$ cat src/rtl/pipelined_datapath_if.sv
// Issue/result handshake bundle between the issue logic (master) and the
// pipelined register-file + ALU datapath (slave).
interface pipelined_datapath_if #(
  parameter int XLEN  = 32,
  parameter int NREGS = 32
);
  localparam int AW = $clog2(NREGS);

  logic            in_valid;
  logic            in_ready;
  logic [AW-1:0]   read_reg_num1;
  logic [AW-1:0]   read_reg_num2;
  logic [AW-1:0]   write_reg;
  logic [3:0]      alu_control;
  logic            use_imm;
  logic [XLEN-1:0] imm;
  logic            regwrite;
  logic            out_valid;
  logic            out_ready;
  logic [XLEN-1:0] result;
  logic [AW-1:0]   out_reg;
  logic            zero_flag;

  modport master (
    output in_valid, read_reg_num1, read_reg_num2, write_reg, alu_control,
           use_imm, imm, regwrite, out_ready,
    input  in_ready, out_valid, result, out_reg, zero_flag
  );

  modport slave (
    input  in_valid, read_reg_num1, read_reg_num2, write_reg, alu_control,
           use_imm, imm, regwrite, out_ready,
    output in_ready, out_valid, result, out_reg, zero_flag
  );
endinterface

$ cat src/rtl/pipelined_datapath.sv
// Two-stage register file + ALU: operand stage with EX->read forwarding,
// then execute/commit stage feeding a valid/ready result port.
module pipelined_datapath #(
  parameter int XLEN     = 32,
  parameter int NREGS    = 32,
  parameter bit ZERO_REG = 1'b1
) (
  input  logic                clock,
  input  logic                reset,
  pipelined_datapath_if.slave dp
);
  localparam int AW  = $clog2(NREGS);
  localparam int SHW = $clog2(XLEN);

  localparam logic [3:0] ALU_AND  = 4'b0000;
  localparam logic [3:0] ALU_OR   = 4'b0001;
  localparam logic [3:0] ALU_ADD  = 4'b0010;
  localparam logic [3:0] ALU_SLTU = 4'b0011;
  localparam logic [3:0] ALU_XOR  = 4'b0100;
  localparam logic [3:0] ALU_SUB  = 4'b0110;
  localparam logic [3:0] ALU_SLT  = 4'b0111;
  localparam logic [3:0] ALU_SLL  = 4'b1000;
  localparam logic [3:0] ALU_SRL  = 4'b1001;
  localparam logic [3:0] ALU_SRA  = 4'b1010;
  localparam logic [3:0] ALU_NOR  = 4'b1100;

  function automatic logic [XLEN-1:0] alu_op(input logic [3:0] op,
                                             input logic [XLEN-1:0] a,
                                             input logic [XLEN-1:0] b);
    logic signed [XLEN-1:0] sa;
    logic signed [XLEN-1:0] sb;
    logic [SHW-1:0]         sh;
    sa = a;
    sb = b;
    sh = b[SHW-1:0];
    case (op)
      ALU_AND:  alu_op = a & b;
      ALU_OR:   alu_op = a | b;
      ALU_ADD:  alu_op = a + b;
      ALU_SUB:  alu_op = a - b;
      ALU_XOR:  alu_op = a ^ b;
      ALU_SLT:  alu_op = {{(XLEN-1){1'b0}}, (sa < sb)};
      ALU_SLTU: alu_op = {{(XLEN-1){1'b0}}, (a < b)};
      ALU_SLL:  alu_op = a << sh;
      ALU_SRL:  alu_op = a >> sh;
      ALU_SRA:  alu_op = sa >>> sh;
      ALU_NOR:  alu_op = ~(a | b);
      default:  alu_op = '0;
    endcase
  endfunction

  logic [XLEN-1:0] regs [NREGS];

  logic            vld_p1, regwrite_p1;
  logic [XLEN-1:0] op_a_p1, op_b_p1;
  logic [3:0]      alu_ctl_p1;
  logic [AW-1:0]   rd_p1;
  logic [XLEN-1:0] alu_p1;

  logic            vld_p2, zero_p2;
  logic [XLEN-1:0] result_p2;
  logic [AW-1:0]   rd_p2;

  logic            advance, accept, commit;
  logic            fwd_a, fwd_b;
  logic [AW-1:0]   rs_a, rs_b;
  logic [XLEN-1:0] rf_a, rf_b, opnd_a, opnd_b;

  assign advance     = !vld_p2 | dp.out_ready;
  assign dp.in_ready = advance & !reset;
  assign accept      = dp.in_valid & dp.in_ready;
  assign alu_p1      = alu_op(alu_ctl_p1, op_a_p1, op_b_p1);

  // read stage: the S1 op is not yet committed, so its result is bypassed
  assign rs_a   = dp.read_reg_num1;
  assign rs_b   = dp.read_reg_num2;
  assign rf_a   = (ZERO_REG && rs_a == '0) ? '0 : regs[rs_a];
  assign rf_b   = (ZERO_REG && rs_b == '0) ? '0 : regs[rs_b];
  assign fwd_a  = vld_p1 & regwrite_p1 & (rd_p1 == rs_a) & (!ZERO_REG || rs_a != '0);
  assign fwd_b  = vld_p1 & regwrite_p1 & (rd_p1 == rs_b) & (!ZERO_REG || rs_b != '0);
  assign opnd_a = fwd_a ? alu_p1 : rf_a;
  assign opnd_b = dp.use_imm ? dp.imm : (fwd_b ? alu_p1 : rf_b);
  assign commit = advance & vld_p1 & regwrite_p1 & (!ZERO_REG || rd_p1 != '0);

  always_ff @(posedge clock) begin
    if (accept) begin
      op_a_p1     <= opnd_a;
      op_b_p1     <= opnd_b;
      alu_ctl_p1  <= dp.alu_control;
      rd_p1       <= dp.write_reg;
      regwrite_p1 <= dp.regwrite;
    end
  end

  // execute/commit stage: S1 -> S2 and regfile write share the advance edge
  always_ff @(posedge clock) begin
    if (reset) begin
      vld_p1    <= 1'b0;
      vld_p2    <= 1'b0;
      result_p2 <= '0;
      rd_p2     <= '0;
      zero_p2   <= 1'b1;
      for (int i = 0; i < NREGS; i++) regs[i] <= '0;
    end else if (advance) begin
      vld_p1 <= accept;
      vld_p2 <= vld_p1;
      if (vld_p1) begin
        result_p2 <= alu_p1;
        rd_p2     <= rd_p1;
        zero_p2   <= (alu_p1 == '0);
      end
      if (commit) regs[rd_p1] <= alu_p1;
    end
  end

  assign dp.out_valid = vld_p2;
  assign dp.result    = result_p2;
  assign dp.out_reg   = rd_p2;
  assign dp.zero_flag = zero_p2;
endmodule

$ cat src/flat_wrapper.sv
// flat-port wrapper written by rule: the top's interface ports become plain ports
module pipelined_datapath_flat 
#(
  parameter int XLEN     = 32,
  parameter int NREGS    = 32,
  parameter bit ZERO_REG = 1'b1
)
  (clock, reset, dp_in_valid, dp_read_reg_num1, dp_read_reg_num2, dp_write_reg, dp_alu_control, dp_use_imm, dp_imm, dp_regwrite, dp_out_ready, dp_in_ready, dp_out_valid, dp_result, dp_out_reg, dp_zero_flag);
  pipelined_datapath_if #(.XLEN(XLEN), .NREGS(NREGS)) dp_i ();
  input  logic clock;
  input  logic reset;
  input wire logic [$bits(dp_i.in_valid)-1:0] dp_in_valid;
  input wire logic [$bits(dp_i.read_reg_num1)-1:0] dp_read_reg_num1;
  input wire logic [$bits(dp_i.read_reg_num2)-1:0] dp_read_reg_num2;
  input wire logic [$bits(dp_i.write_reg)-1:0] dp_write_reg;
  input wire logic [$bits(dp_i.alu_control)-1:0] dp_alu_control;
  input wire logic [$bits(dp_i.use_imm)-1:0] dp_use_imm;
  input wire logic [$bits(dp_i.imm)-1:0] dp_imm;
  input wire logic [$bits(dp_i.regwrite)-1:0] dp_regwrite;
  input wire logic [$bits(dp_i.out_ready)-1:0] dp_out_ready;
  output wire logic [$bits(dp_i.in_ready)-1:0] dp_in_ready;
  output wire logic [$bits(dp_i.out_valid)-1:0] dp_out_valid;
  output wire logic [$bits(dp_i.result)-1:0] dp_result;
  output wire logic [$bits(dp_i.out_reg)-1:0] dp_out_reg;
  output wire logic [$bits(dp_i.zero_flag)-1:0] dp_zero_flag;
  assign dp_i.in_valid = dp_in_valid;
  assign dp_i.read_reg_num1 = dp_read_reg_num1;
  assign dp_i.read_reg_num2 = dp_read_reg_num2;
  assign dp_i.write_reg = dp_write_reg;
  assign dp_i.alu_control = dp_alu_control;
  assign dp_i.use_imm = dp_use_imm;
  assign dp_i.imm = dp_imm;
  assign dp_i.regwrite = dp_regwrite;
  assign dp_i.out_ready = dp_out_ready;
  assign dp_in_ready = dp_i.in_ready;
  assign dp_out_valid = dp_i.out_valid;
  assign dp_result = dp_i.result;
  assign dp_out_reg = dp_i.out_reg;
  assign dp_zero_flag = dp_i.zero_flag;
  pipelined_datapath #(.XLEN(XLEN), .NREGS(NREGS), .ZERO_REG(ZERO_REG)) u_core (.clock(clock), .reset(reset), .dp(dp_i));
endmodule
$ cat config.mk
export PLATFORM = sky130hd
export DESIGN_NAME = pipelined_datapath_flat
export DESIGN_NICKNAME = d
export VERILOG_FILES = /design/src/rtl/pipelined_datapath_if.sv /design/src/rtl/pipelined_datapath.sv /design/src/flat_wrapper.sv
export SDC_FILE = /design/constraint.sdc
export NUM_CORES = 2
export LEC_CHECK = 0
export BUFFER_PORTS_ARGS = -buffer_cell sky130_fd_sc_hd__buf_2
export CORE_UTILIZATION = 55
export CTS_CLUSTER_DIAMETER = 40
export DETAILED_ROUTE_END_ITERATION = 16
export PLACE_DENSITY = 0.71
export SETUP_SLACK_MARGIN = 0.05
export SYNTH_ARGS = -nofsm -noshare
export SYNTH_HDL_FRONTEND = slang
export SYNTH_SLANG_ARGS = --single-unit
$ cat constraint.sdc
create_clock -name clock -period 8.5 [get_ports clock]
set_clock_uncertainty 0.2 [all_clocks]
set_input_delay 1.275 -clock clock [delete_from_list [all_inputs] [get_ports clock]]
set_output_delay 1.275 -clock clock [all_outputs]
set_load 0.01 [all_outputs]
### Yosys cells after proc, flatten, opt, wreduce, memory -nomap -nowiden

Memories as Yosys holds them, arrays and structs flattened.
Index checks and enable logic that the tools add are counted.

* bits in registers: 114
* bits in writable memories: 1024
* bits of input ports: 57
* output and inout bits: 40
* logic and storage cells: 71
* memories: 1

Memory list
* u_core.regs: words 32, width 32, rd ports 2, clocked after Yosys merged registers in 0, wr ports 32, line pipelined_datapath.sv:52 `logic [XLEN-1:0] regs [NREGS];`

* add/subtract/negate cells: 2
* order comparisons: 2
* equal/unequal tests: 12
* shift operators: 3
* multiplexer cells: 15
* bitwise gates (word level): 15
* reductions and logical operators: 11

Operators by type and width (count)
* 32-bit case mux with 11 select lines: 1
* 32-bit two-way mux: 6
* 32-bit less-than comparator: 2
* 32-bit adder: 1
* 32-bit bitwise AND: 1
* 32-bit zero test: 1
* 32-bit NOT: 1
* 32-bit OR: 1
* 32-bit OR reduction: 1
* 32-bit by 5-bit left shift with 32-bit output: 1
* 32-bit by 5-bit right shift with 32-bit output: 1
* 32-bit by 5-bit >>> shifter with 32-bit output: 1
* 32-bit subtractor: 1
* 32-bit XOR: 1
* 4-bit == test, second input constant: 4
* 5-bit nonzero test: 3
* 4-bit by 3-bit == test with 1-bit output, second input constant: 3
* 1-bit bitwise AND: 10
* 5-bit == test: 2
* 5-bit zero test: 2
* 4-bit by 2-bit == test with 1-bit output, second input constant: 2
* 1-bit two-way mux: 7
* 5-bit two-way mux: 1
* 4-bit by 1-bit == test with 1-bit output, second input constant: 1
* other kinds (4): 5

### Depth between registers and ports, before layout

* depth in word-level cells: 11
* gate-level depth with buffers: 20
* depth with buffers taken out: 15

### Least setup slack after synthesis

Ideal clock, no wire load.

* path kind: reg2reg
* from: register u_core.op_b_p1[3]
* to: register u_core.op_b_p1[29] (data pin)
* setup time: 0.260 ns
* arrival time: 4.198 ns
* data required time: 8.040 ns
* path slack: 3.842 ns
* cell stages (with the launch flop): 20
* path buffers: 5
* clock period less this slack: 4.658 ns
* cell sequence: edfxtp_1 > inv_1 > buf_2 > buf_2 > buf_2 > buf_2 > ha_1 > clkbuf_1 > nor3b_1 > a211o_1 > o21a_1 > nor2_1 > o21ai_1 > a211oi_1 > o41ai_1 > a311oi_1 > nor3_1 > nor2_2 > o22ai_1 > mux2_2

* word-level cells in the longest chain between the ends: 4
* elaborated cells on any way between the ends: 8
* those cells by class: add/sub (2); shift (3); mux (3)

Ends and longest elaborated chain
* from (decl): line pipelined_datapath.sv:55 `logic [XLEN-1:0] op_a_p1, op_b_p1;`
* from (signal assigned): line pipelined_datapath.sv:88 `op_b_p1 <= opnd_b;`
* 32-bit subtractor, or another cell as far along: line pipelined_datapath.sv:40 `ALU_SUB: alu_op = a - b;`
* 32-bit case mux with 11 select lines (*): line pipelined_datapath.sv:36 `case (op)`
* 32-bit two-way mux (*) (2 in series): line pipelined_datapath.sv:82 `assign opnd_b = dp.use_imm ? dp.imm : (fwd_b ? alu_p1 : rf_b);`
* named net u_core.opnd_b[29]: line pipelined_datapath.sv:67 `logic [XLEN-1:0] rf_a, rf_b, opnd_a, opnd_b;`

Mark *: on every way through the listed nets, which the timed path passes. The rest lies on a longest branch.
A chain may end at the register's enable or synchronous reset.

### Worst setup path in the final report

* from: register u_core.op_b_p1[2]
* to: register u_core.op_b_p1[28] (data pin)

The elaborated chain is that of the path after synthesis.

==> flow_summary_export.csv <==
group,metric,value,unit
cts,clkLatencyLatePin,0.80,ns
layout,largest_reg_flops,1024,
synthesis,async_flop_share,0,
sta,finalHoldViolCount,0,
route,routed_via_density,7.56,
global_route,gr-total-overflow,0,
layout,area_delta_synth_final,11.3,%
synthesis,synth-simple-area-share,0.103,
route,first_pass_iters,8,
route,drc,0,
worst_setup_path,critical_path_required,8.84,ns
sta,fmax,166,MHz
synthesis,ys_ff_latch,1138,
cts,cts_made_buffers,152,
worst_setup_path,r2r_end,"u_core.op_b_p1[28]",
sta,period_share,0.707,
cts,cts_tree,"built",
die,start_util,0.556,
worst_setup_path,worst-setup-path-type,"flip-flop to flip-flop",
cts,post_cts_buffers,0,
route,vias,49600,
sta,setup_violations,0,
synthesis,synth_top_family_by_area,"multiplexers",
sta,rsz0062_at_grt,"false",
global_route,grt_max_degree,100,
die,rows,126,
sta,tightest_slew,1.32,ns
layout,regMostFlops,"u_core.regs",
synthesis,synth-compound-area-share,0.0676,
power,p_leak,26.0,nW
min_path,hold_path.class,"flip-flop to flip-flop",
layout,layout-drive-gt1-share,0.264,
placement,gp_congestion,1.03,
die,die_x,348,µm
layout,fin_util,0.618,
global_route,antenna_found_initial,12,
global_route,grt_pass1_vias,48500,
worst_setup_path,r2r-start,"u_core.op_b_p1[2]",
synthesis,synthXorXnorAreaFrac,0.00307,
cts,cts_hold_buffers,0,
route,drt_iter0_markers,8043,
run,maxCapViolations,0,
global_route,grt_usage,0.419,
power,ir_drop,207,µV
worst_setup_path,rrSetupSlack,2.49,ns
synthesis,ys_warn_count,0,
synthesis,synth.distinct_cells,98,
sta,slew_viol_final,0,
synthesis,synth_cells,4964,
sta,setup_slack,2.49,ns
placement,place_worst_setup_slack,2.68,ns
die,die_h,348,µm
synthesis,syn_avg_cell_area,13.2,µm²
min_path,holdPathEnd,"u_core.dp.out_reg[0]",
route,ant_nets,0,
sta,relSlewSlack,0.123,
cts,cts_max_level,4,
cts,cts.sinks,1138,
synthesis,synth_edf_count,1098,
global_route,grt_pass1_wl,355000,µm
synthesis,synth-main-ff-cell,"edfxtp_1",
layout,layout.nets,5055,
min_path,hp-start,"u_core.dp.out_reg[0]",
cts,clk_path_buf_depth,3,
power,powerDensity,212,nW/µm²
die,ios,97,
synthesis,muxShareOfSynthArea,0.257,
worst_setup_path,crit_fanout,42,
cts,cts_resized,0,
placement,portBuffers,96,
die,die_area,121000,µm²
worst_setup_path,endpoint_kind,"flip-flop",
synthesis,ys_seq_area_frac,0.514,
sta,period_minus_slack,6.01,ns
worst_setup_path,crit_arrival,6.35,ns
cts,clk_pin_slew,0.06,ns
route,wl_per_cell,38.4,µm
sta,fin_tns_setup,0,ns
route,wl,252000,µm
min_path,min_path_cells,2,
synthesis,synthesis.area,65700,µm²
die,core,118000,µm²
placement,dp_hpwl,155000,µm
cts,cts-root-buf,"clkbuf_16",
worst_setup_path,cp-start-kind,"flip-flop",
worst_setup_path,rr_worst_depth,16,
status,status,"completed",
synthesis,synth_fa_ha_area_frac,0.0195,
## placed cells by master (no fill, tap or decap), types with 17 or more instances in the layout
master / n
nor2_1: 1165
edfxtp_1: 1098
mux4_2: 669
clkbuf_16: 159
buf_4: 156
a21oi_1: 142
nand2_1: 141
mux2i_1: 132
ha_1: 99
inv_1: 95
o22ai_1: 87
buf_2: 87
a211oi_1: 76
o21ai_0: 74
mux2_2: 44
dfxtp_1: 40
nor2b_1: 37
nor3_1: 37
nand3_1: 35
nand2_2: 32
conb_1: 32
nand2b_2: 31
clkinv_1: 24
o31ai_1: 22
clkbuf_1: 22
a31oi_1: 21
xnor2_1: 18
o211ai_1: 18
bufinv_16: 17
## worst max-delay path by stage
stage / from / endpoint / slack (ns)
2_1_floorplan: u_core.op_b_p1[3] / u_core.op_b_p1[29] / 3.84
3_5_place_dp: u_core.op_b_p1[2] / u_core.op_b_p1[28] / 2.68
3_3_place_gp: u_core.op_b_p1[2] / u_core.op_b_p1[28] / 2.61
4_1_cts: u_core.op_b_p1[2] / u_core.op_b_p1[28] / 2.66
6_report: u_core.op_b_p1[2] / u_core.op_b_p1[28] / 2.49
5_1_grt: u_core.op_b_p1[2] / u_core.op_b_p1[28] / 2.20
## cells in the mapped netlist (9+ instances only)
master | n | area share
clkbuf_1 | 401 | 0.023
dfxtp_1 | 40 | 0.012
a31oi_1 | 21 | 0.0020
o21bai_1 | 12 | 0.0014
mux2_2 | 44 | 0.0075
a21o_1 | 9 | 0.0010
o21ai_1 | 12 | 0.00091
a211oi_1 | 78 | 0.0089
nor4_1 | 14 | 0.0013
ha_1 | 99 | 0.019
nor2_1 | 1166 | 0.067
o2111ai_1 | 10 | 0.0013
o21ai_0 | 74 | 0.0056
mux4_2 | 669 | 0.23
mux2i_1 | 132 | 0.020
nor3_1 | 37 | 0.0028
buf_1 | 64 | 0.0037
and2_1 | 11 | 0.0010
o221ai_1 | 13 | 0.0017
xnor2_1 | 18 | 0.0024
o31ai_1 | 22 | 0.0025
o21a_1 | 13 | 0.0015
nand4_1 | 16 | 0.0015
a22oi_1 | 16 | 0.0018
nand3_1 | 35 | 0.0027
buf_2 | 31 | 0.0024
nand2b_1 | 43 | 0.0041
o22ai_1 | 87 | 0.0083
a221oi_1 | 12 | 0.0016
nand2_1 | 173 | 0.0099
or3_1 | 9 | 0.00086
nor2b_1 | 38 | 0.0036
inv_1 | 95 | 0.0054
o211ai_1 | 18 | 0.0021
a21oi_1 | 148 | 0.011
edfxtp_1 | 1098 | 0.50
and3_1 | 13 | 0.0012
## power by group
| group | switching, mW | internal (mW) | total (mW) | leakage (nW) |
|---|---|---|---|---|
| Clock | 2.58 | 3.99 | 6.58 | 2.53 |
| Sequential | 0.167 | 6.37 | 6.54 | 11.6 |
| Combinational | 1.57 | 0.852 | 2.42 | 11.9 |
## worst max-delay path, cell delays in order (launching register included)
cell	delay (ns)
edfxtp_1	0.32
buf_4	0.39
clkinv_1	0.12
buf_4	0.32
ha_1	0.47
o21bai_1	0.23
o2111ai_1	0.23
a31oi_1	0.29
o211ai_1	0.29
o41ai_1	0.62
a41o_1	0.30
o21a_1	0.18
nor2_1	0.05
a211o_1	0.32
a21oi_4	0.89
o22ai_1	0.20
mux2_2	0.30
## metal layers
| layer | up-vias | part of all wire | GRT usage |
|---|---|---|---|
| met5 | - | 0.00056 | 0 |
| met4 | 12 | 0.075 | 0.260 |
| met3 | 1133 | 0.15 | 0.137 |
| met2 | 4779 | 0.45 | 0.632 |
| met1 | 24600 | 0.32 | 0.528 |
| li1 | 19100 | - | - |
## cells by family after synthesis
group,Yosys count
xor+xnor,23
compound gates,645
fa+ha+maj,101
buf+inv,604
other cells,1
simple gates,1607
flops,1138
mux,845
## metrics by stage
step,area [µm²],hold slack [ns],power [mW],cells
6_report,73100,0.252,15.5,6568
4_1_cts,73100,0.252,15.4,6558
2_1_floorplan,65800,0.281,8.10,4995
3_3_place_gp,67900,0.243,8.95,6279
5_1_grt,73100,0.280,15.8,6561
3_5_place_dp,67900,0.244,8.97,6279
## layout make-up
| type | count | area (µm²) |
|---|---|---|
| diodes | 10 | 25.0 |
| fillers | 8893 | 45100 |
| inverters | 97 | 364 |
| repair buffers | 255 | 1800 |
| clock buffers | 184 | 4100 |
| well taps | 1536 | 1920 |
| multi-input cells | 3253 | 30100 |
| clock inverters | 95 | 1080 |
| flip-flops and latches | 1138 | 33800 |
Power figures use the tool's default switching activity.
